[src/rtl/filter2d_seq_if.sv]
// Bundled job, kernel-config, engine-control and memory-arbitration signals of the filter2d sequencer.
// master = surrounding system (host, engine, memory); slave = the sequencer.
interface filter2d_seq_if;
  logic        cfg_we;
  logic [1:0]  cfg_set;
  logic [3:0]  cfg_idx;
  logic [7:0]  cfg_data;
  logic        job_valid;
  logic [1:0]  job_set;
  logic        job_ready;
  logic        done;
  logic        err;
  logic        busy;
  logic        f_start;
  logic        f_finish;
  logic        f_hwrite;
  logic [3:0]  f_hidx;
  logic [7:0]  f_hdata;
  logic        f_cs;
  logic        f_we;
  logic [16:0] f_addr;
  logic [7:0]  f_din;
  logic        h_req;
  logic        h_we;
  logic [16:0] h_addr;
  logic [7:0]  h_din;
  logic        h_gnt;
  logic        h_rvalid;
  logic [7:0]  h_dout;
  logic        m_cs;
  logic        m_we;
  logic [16:0] m_addr;
  logic [7:0]  m_din;
  logic [7:0]  m_dout;

  modport master (
    output cfg_we, cfg_set, cfg_idx, cfg_data, job_valid, job_set,
    output f_finish, f_cs, f_we, f_addr, f_din,
    output h_req, h_we, h_addr, h_din, m_dout,
    input  job_ready, done, err, busy, f_start, f_hwrite, f_hidx, f_hdata,
    input  h_gnt, h_rvalid, h_dout, m_cs, m_we, m_addr, m_din
  );

  modport slave (
    input  cfg_we, cfg_set, cfg_idx, cfg_data, job_valid, job_set,
    input  f_finish, f_cs, f_we, f_addr, f_din,
    input  h_req, h_we, h_addr, h_din, m_dout,
    output job_ready, done, err, busy, f_start, f_hwrite, f_hidx, f_hdata,
    output h_gnt, h_rvalid, h_dout, m_cs, m_we, m_addr, m_din
  );
endinterface

[src/rtl/filter2d_seq.sv]
// Job sequencer for the filter2d engine: kernel bank, load/start/run/done FSM with timeout,
// and the engine-priority arbiter for the shared 128K x 8 image memory.
module filter2d_seq #(
  parameter int unsigned TIMEOUT_CYC = 786496,
  parameter int unsigned NSETS       = 4
) (
  input logic           clk,
  input logic           rst,
  filter2d_seq_if.slave bus
);

  typedef enum logic [2:0] {S_IDLE, S_LOAD, S_START, S_RUN, S_DONE} state_t;

  localparam logic [19:0] TO_LAST = 20'(TIMEOUT_CYC - 1);

  state_t             r_state;
  logic [1:0]         r_set;
  logic [3:0]         r_hidx;
  logic               r_hwrite;
  logic               r_start;
  logic               r_done;
  logic               r_err;
  logic               r_busy;
  logic               r_ready;
  logic [19:0]        r_cnt;
  logic               r_rvalid;
  logic signed [7:0]  r_bank [NSETS][9];

  logic               w_host_ok;
  logic               w_hgnt;

  function automatic logic signed [7:0] kdef(input int unsigned idx);
    if (idx == 4)          return 8'sh20;
    else if (idx[0] == 1'b1) return 8'sh10;
    else                   return 8'sh08;
  endfunction

  always_ff @(posedge clk) begin
    if (rst) begin
      r_state  <= S_IDLE;
      r_set    <= '0;
      r_hidx   <= '0;
      r_hwrite <= 1'b0;
      r_start  <= 1'b0;
      r_done   <= 1'b0;
      r_err    <= 1'b0;
      r_busy   <= 1'b0;
      r_ready  <= 1'b1;
      r_cnt    <= '0;
      r_rvalid <= 1'b0;
      for (int s = 0; s < int'(NSETS); s++)
        for (int i = 0; i < 9; i++)
          r_bank[s][i] <= kdef(i);
    end else begin
      // Bank write lands at the edge; the tap on f_hdata this cycle was read before it
      if (bus.cfg_we && (bus.cfg_idx < 4'd9))
        r_bank[bus.cfg_set][bus.cfg_idx] <= bus.cfg_data;
      r_rvalid <= w_hgnt & ~bus.h_we;

      case (r_state)
        S_IDLE: begin
          if (bus.job_valid && r_ready) begin
            r_set    <= bus.job_set;
            r_hidx   <= '0;
            r_hwrite <= 1'b1;
            r_busy   <= 1'b1;
            r_ready  <= 1'b0;
            r_state  <= S_LOAD;
          end
        end
        S_LOAD: begin
          if (r_hidx == 4'd8) begin
            r_hwrite <= 1'b0;
            r_hidx   <= '0;
            r_start  <= 1'b1;
            r_state  <= S_START;
          end else begin
            r_hidx <= r_hidx + 4'd1;
          end
        end
        S_START: begin
          r_start <= 1'b0;
          r_cnt   <= '0;
          r_state <= S_RUN;
        end
        S_RUN: begin
          // Finish takes precedence over a timeout expiring in the same cycle
          if (bus.f_finish) begin
            r_done  <= 1'b1;
            r_err   <= 1'b0;
            r_busy  <= 1'b0;
            r_state <= S_DONE;
          end else if (r_cnt == TO_LAST) begin
            r_done  <= 1'b1;
            r_err   <= 1'b1;
            r_busy  <= 1'b0;
            r_state <= S_DONE;
          end else begin
            r_cnt <= r_cnt + 20'd1;
          end
        end
        S_DONE: begin
          r_done  <= 1'b0;
          r_err   <= 1'b0;
          r_cnt   <= '0;
          r_ready <= 1'b1;
          r_state <= S_IDLE;
        end
        default: r_state <= S_IDLE;
      endcase
    end
  end

  // Host is locked out while the engine may own the memory (START/RUN)
  assign w_host_ok = (r_state != S_START) && (r_state != S_RUN);
  assign w_hgnt    = bus.h_req & ~bus.f_cs & w_host_ok;

  always_comb begin
    bus.m_cs   = 1'b0;
    bus.m_we   = 1'b0;
    bus.m_addr = '0;
    bus.m_din  = '0;
    if (bus.f_cs) begin
      bus.m_cs   = 1'b1;
      bus.m_we   = bus.f_we;
      bus.m_addr = bus.f_addr;
      bus.m_din  = bus.f_din;
    end else if (w_hgnt) begin
      bus.m_cs   = 1'b1;
      bus.m_we   = bus.h_we;
      bus.m_addr = bus.h_addr;
      bus.m_din  = bus.h_din;
    end
  end

  assign bus.h_gnt     = w_hgnt;
  assign bus.h_rvalid  = r_rvalid;
  assign bus.h_dout    = r_rvalid ? bus.m_dout : 8'h00;
  assign bus.job_ready = r_ready;
  assign bus.done      = r_done;
  assign bus.err       = r_err;
  assign bus.busy      = r_busy;
  assign bus.f_start   = r_start;
  assign bus.f_hwrite  = r_hwrite;
  assign bus.f_hidx    = r_hidx;
  assign bus.f_hdata   = r_hwrite ? r_bank[r_set][r_hidx] : 8'h00;

endmodule

[src/flat_wrapper.sv]
// flat-port wrapper written by rule: the top's interface ports become plain ports
module filter2d_seq_flat 
#(
  parameter int unsigned TIMEOUT_CYC = 786496,
  parameter int unsigned NSETS       = 4
)
  (clk, rst, bus_cfg_we, bus_cfg_set, bus_cfg_idx, bus_cfg_data, bus_job_valid, bus_job_set, bus_f_finish, bus_f_cs, bus_f_we, bus_f_addr, bus_f_din, bus_h_req, bus_h_we, bus_h_addr, bus_h_din, bus_m_dout, bus_job_ready, bus_done, bus_err, bus_busy, bus_f_start, bus_f_hwrite, bus_f_hidx, bus_f_hdata, bus_h_gnt, bus_h_rvalid, bus_h_dout, bus_m_cs, bus_m_we, bus_m_addr, bus_m_din);
  filter2d_seq_if bus_i ();
  input logic clk;
  input logic rst;
  input wire logic [$bits(bus_i.cfg_we)-1:0] bus_cfg_we;
  input wire logic [$bits(bus_i.cfg_set)-1:0] bus_cfg_set;
  input wire logic [$bits(bus_i.cfg_idx)-1:0] bus_cfg_idx;
  input wire logic [$bits(bus_i.cfg_data)-1:0] bus_cfg_data;
  input wire logic [$bits(bus_i.job_valid)-1:0] bus_job_valid;
  input wire logic [$bits(bus_i.job_set)-1:0] bus_job_set;
  input wire logic [$bits(bus_i.f_finish)-1:0] bus_f_finish;
  input wire logic [$bits(bus_i.f_cs)-1:0] bus_f_cs;
  input wire logic [$bits(bus_i.f_we)-1:0] bus_f_we;
  input wire logic [$bits(bus_i.f_addr)-1:0] bus_f_addr;
  input wire logic [$bits(bus_i.f_din)-1:0] bus_f_din;
  input wire logic [$bits(bus_i.h_req)-1:0] bus_h_req;
  input wire logic [$bits(bus_i.h_we)-1:0] bus_h_we;
  input wire logic [$bits(bus_i.h_addr)-1:0] bus_h_addr;
  input wire logic [$bits(bus_i.h_din)-1:0] bus_h_din;
  input wire logic [$bits(bus_i.m_dout)-1:0] bus_m_dout;
  output wire logic [$bits(bus_i.job_ready)-1:0] bus_job_ready;
  output wire logic [$bits(bus_i.done)-1:0] bus_done;
  output wire logic [$bits(bus_i.err)-1:0] bus_err;
  output wire logic [$bits(bus_i.busy)-1:0] bus_busy;
  output wire logic [$bits(bus_i.f_start)-1:0] bus_f_start;
  output wire logic [$bits(bus_i.f_hwrite)-1:0] bus_f_hwrite;
  output wire logic [$bits(bus_i.f_hidx)-1:0] bus_f_hidx;
  output wire logic [$bits(bus_i.f_hdata)-1:0] bus_f_hdata;
  output wire logic [$bits(bus_i.h_gnt)-1:0] bus_h_gnt;
  output wire logic [$bits(bus_i.h_rvalid)-1:0] bus_h_rvalid;
  output wire logic [$bits(bus_i.h_dout)-1:0] bus_h_dout;
  output wire logic [$bits(bus_i.m_cs)-1:0] bus_m_cs;
  output wire logic [$bits(bus_i.m_we)-1:0] bus_m_we;
  output wire logic [$bits(bus_i.m_addr)-1:0] bus_m_addr;
  output wire logic [$bits(bus_i.m_din)-1:0] bus_m_din;
  assign bus_i.cfg_we = bus_cfg_we;
  assign bus_i.cfg_set = bus_cfg_set;
  assign bus_i.cfg_idx = bus_cfg_idx;
  assign bus_i.cfg_data = bus_cfg_data;
  assign bus_i.job_valid = bus_job_valid;
  assign bus_i.job_set = bus_job_set;
  assign bus_i.f_finish = bus_f_finish;
  assign bus_i.f_cs = bus_f_cs;
  assign bus_i.f_we = bus_f_we;
  assign bus_i.f_addr = bus_f_addr;
  assign bus_i.f_din = bus_f_din;
  assign bus_i.h_req = bus_h_req;
  assign bus_i.h_we = bus_h_we;
  assign bus_i.h_addr = bus_h_addr;
  assign bus_i.h_din = bus_h_din;
  assign bus_i.m_dout = bus_m_dout;
  assign bus_job_ready = bus_i.job_ready;
  assign bus_done = bus_i.done;
  assign bus_err = bus_i.err;
  assign bus_busy = bus_i.busy;
  assign bus_f_start = bus_i.f_start;
  assign bus_f_hwrite = bus_i.f_hwrite;
  assign bus_f_hidx = bus_i.f_hidx;
  assign bus_f_hdata = bus_i.f_hdata;
  assign bus_h_gnt = bus_i.h_gnt;
  assign bus_h_rvalid = bus_i.h_rvalid;
  assign bus_h_dout = bus_i.h_dout;
  assign bus_m_cs = bus_i.m_cs;
  assign bus_m_we = bus_i.m_we;
  assign bus_m_addr = bus_i.m_addr;
  assign bus_m_din = bus_i.m_din;
  filter2d_seq #(.TIMEOUT_CYC(TIMEOUT_CYC), .NSETS(NSETS)) u_core (.clk(clk), .rst(rst), .bus(bus_i));
endmodule
[config.mk]
export PLATFORM = sky130hd
export DESIGN_NAME = filter2d_seq_flat
export DESIGN_NICKNAME = d
export VERILOG_FILES = /design/src/rtl/filter2d_seq_if.sv /design/src/rtl/filter2d_seq.sv /design/src/flat_wrapper.sv
export SDC_FILE = /design/constraint.sdc
export NUM_CORES = 1
export LEC_CHECK = 0
export ABC_CLOCK_PERIOD_IN_PS = 8310
export CORE_ASPECT_RATIO = 1.75
export CORE_UTILIZATION = 30
export DETAILED_ROUTE_END_ITERATION = 8
export GPL_TIMING_DRIVEN = 0
export SLEW_MARGIN = 10
export SYNTH_ARGS = -nofsm -noshare
export SYNTH_HDL_FRONTEND = slang
export SYNTH_SLANG_ARGS = --single-unit
[constraint.sdc]
create_clock -name clk -period 8.31 [get_ports clk]
set_input_delay 2.493 -clock clk [delete_from_list [all_inputs] [get_ports clk]]
set_output_delay 2.493 -clock clk [all_outputs]
set_load 0.05 [all_outputs]
==> results.yml <==
power_and_ir_drop:
  pwr-share-clk: 0.365
  leakage_nw: 6.20
  p_int_mw: 2.73
  switching_share: 0.261
  p_per_area_nw_per_um2: 196
  seqPwrFrac: 0.509
  switchingPower_mw: 0.964
  power.total_mw: 3.69
  worst_ir_drop_vdd_uv: 127
  comb_power_share: 0.125
cts:
  cts_made_buffers: 30
  clockRootBuffer: "clkbuf_16"
  clk_pin_slew_ns: 0.08
  postCtsHoldBufs: 0
  h-tree-depth: 1
  clk_path_buf_depth: 3
  cts_num_sinks: 326
  clk_latency_ns: 0.58
  ctsResizeCount: 0
  post_cts_buffers: 0
  tritoncts: "yes"
logic_synthesis:
  synth-edff-count: 288
  mappedNetlistArea_um2: 15700
  ys_seq_area_frac: 0.599
  netlist.area_leader.share: 0.551
  ys_seq_elements: 326
  synth.area.top_cells: "edfxtp_1 55%, and2_1 10%, mux4_2 7.3%"
  synth_warnings: 0
  synthXorXnorAreaFrac: 0.00558
  yosysTopAreaCell: "edfxtp_1"
  synth_top_family_by_area: "simple AND/OR/NAND/NOR gates"
  synthMuxAreaShare: 0.105
  syn-num-nets: 1281
  ys.flop_type: "edfxtp_1"
  yosys.area_share.adder: 0.00239
  ys_types: 68
  synth_simple_gate_area_frac: 0.181
  synthArstFlopShare: 0
  syn_avg_cell_area_um2: 13.1
  synthCells: 1195
  synth-compound-area-share: 0.0750
layout:
  fillers: 4954
  areaGrowthSynthToFinish_pct: 19.9
  design_area_um2: 18800
  final_nets: 1449
  stdcell_count: 2058
  layout-drive-gt1-share: 0.109
sta:
  setup_viol: 0
  maxSlewViolCount: 0
  rsz0062_at_grt: "no"
  finalSetupTns_ns: 0
  fin_crit_ns: 7.57
  finalClockSkew_ns: 0.00913
  fmax_mhz: 132
  worstMarginPinSlew_ns: 1.29
  min_period_over_period: 0.911
  hold_viol: 0
  max_slew_margin: 0.130
  hold-worst-slack_ns: 0.461
floorplan:
  ioPinCount: 138
  die_area_um2: 53300
  core_area_um2: 51600
  die_w_um: 175
  fp.dieH_um: 305
  fp-row-count: 110
  initial_core_util: 0.304
placement:
  dp.cells: 2003
  portBuffers: 136
  dpl-instance-area_um2: 17900
  gp_congestion: 1.01
  dpl.hpwl_um: 40500
critical_path:
  start_kind: "input pin"
  max_stage_delay_ns: 0.82
  crit_chain: "clkdlybuf4s50_1 > nand2_1 > nor2_1 > clkbuf_1 > a22o_1 > clkdlybuf4s50_1"
  cp_common_cell: "clkdlybuf4s50_1"
  cp_top_family: "buffers and inverters"
  cp_data_arrival_time_ns: 5.08
  cp.required_ns: 5.82
  cpMaxStageDelayCell: "clkdlybuf4s50_1"
  path_buf_inv: 3
  path_max_fanout: 10
  cp-end-kind: "output pin"
  critPathKind: "in2out"
global_routing:
  grt_usage: 0.201
  grt_pass1_vias: 11200
  grt_max_degree: 17
  gr-total-overflow: 0
  grt_antenna_before_repair: 1
  grt_pass1_wl_um: 76400
detailed_routing:
  drtIter0Drc: 939
  dr_total_vias: 10800
  viasPerCell: 5.26
  drc_errors: 0
  wire_per_inst_um: 26.0
  wl_um: 53500
  firstDrtPassIters: 5
  antenna_left: 0
outcome:
  status: "completed"
hold_path:
  hold_class: "reg2reg"
job:
  max_cap_viol_count: 0
-- final timing paths --
path,from,endpoint,slack (ns),cells past startpoint
worst max-delay path,bus_h_req,bus_m_addr[7],0.74,6
worst max register to register,u_core.bus.f_hidx[1],u_core.bus.f_hidx[0],5.88,8
worst min register to register,u_core.r_set[1],u_core.r_set[1],0.46,2
worst min-delay path,u_core.r_set[1],u_core.r_set[1],0.46,2
-- worst register-to-register path, stage by stage, from the launching register on --
cell and delay, ns:
dfxtp_1 0.47, buf_2 0.29, clkbuf_1 0.59, inv_1 0.24, ha_1 0.26, nand2_1 0.18
and3_1 0.19, a21oi_1 0.04, nor2_1 0.11
-- power groups by stage --
stage          combinational (mW)  sequential, mW  clock (mW)
2_1_floorplan               0.240            1.91           0
6_report                    0.463            1.88        1.35
3_5_place_dp                0.459            1.92           0
3_3_place_gp                0.456            1.91           0
4_1_cts                     0.460            1.88        1.36
5_1_grt                     0.477            1.89        1.41
-- flip-flops by register name, summed over array words and instances (netlist names), named ones only --
signal	cells
u_core.bus.h_rvalid	1
u_core.bus.done	1
u_core.bus.f_hwrite	1
u_core.bus.err	1
u_core.r_cnt	20
u_core.r_set	2
u_core.bus.f_start	1
u_core.bus.f_hidx	4
u_core.r_bank	288
u_core.bus.job_ready	1
u_core.r_state	3
u_core.bus.busy	1
-- logic make-up after synthesis --
kind of cell    Yosys count
fa+ha+maj                 3
xor+xnor                 10
simple gates            497
buf+inv                 106
mux                      92
flops                   326
compound gates          161
-- cell usage after synthesis (all sizes together), types with 3 or more instances --
cell	number
dfxtp	38
o21ai	47
a211oi	8
and2	261
o2111ai	6
a221o	3
mux2i	21
nor3b	3
nor2	65
a2111o	5
xor2	8
or3	38
nor4	6
o22ai	4
ha	3
a221oi	8
nor3	10
a22oi	6
o32ai	5
and3	10
a21oi	18
mux2	17
nand4	8
nor2b	6
o221ai	6
buf	27
edfxtp	288
inv	15
nand2b	10
mux4	54
clkbuf	63
a22o	28
nand2	51
nand3	20
-- per-stage QoR --
step / worst slack [ns] / utilization
2_1_floorplan: 2.05 / -
3_3_place_gp: 0.760 / 0.347
3_5_place_dp: 0.710 / 0.347
4_1_cts: 0.701 / 0.365
5_1_grt: 0.562 / 0.365
6_report: 0.741 / 0.365
-- routing by layer --
| metal | global-route usage | up-vias | wire (um) | part of all wire |
|---|---|---|---|---|
| met4 | 0.145 | 0 | 4460 | 0.083 |
| li1 | - | 4788 | - | - |
| met1 | 0.203 | 5434 | 17700 | 0.33 |
| met2 | 0.378 | 470 | 28700 | 0.54 |
| met5 | 0 | - | 0 | 0 |
| met3 | 0.0178 | 128 | 2680 | 0.050 |
-- cells in the final DEF, fill, tap and decap left out, drive strengths merged, types with 18 or more instances in the layout --
master	Yosys	final
mux2i	21	21
clkbuf	63	96
a21oi	18	18
nand3	20	20
buf	27	27
nand2	51	51
and2	261	261
clkdlybuf4s50	0	136
mux4	54	54
nor2	65	65
dfxtp	38	38
edfxtp	288	288
a22o	28	28
or3	38	38
o21ai	47	47
-- area by class of cell --
class	count	area [um^2]	share of cell area
Sequential cell	326	9410	0.500
Antenna cell	1	2.50	0.000133
Buffer	90	439	0.0233
Clock inverter	21	141	0.00751
Inverter	16	60.1	0.00319
Multi-Input combinational cell	763	5790	0.308
Timing Repair Buffer	136	1360	0.0723
Tap cell	672	841	0.0447
Clock buffer	33	783	0.0416
No activity file was read; power rests on OpenSTA's default activity.
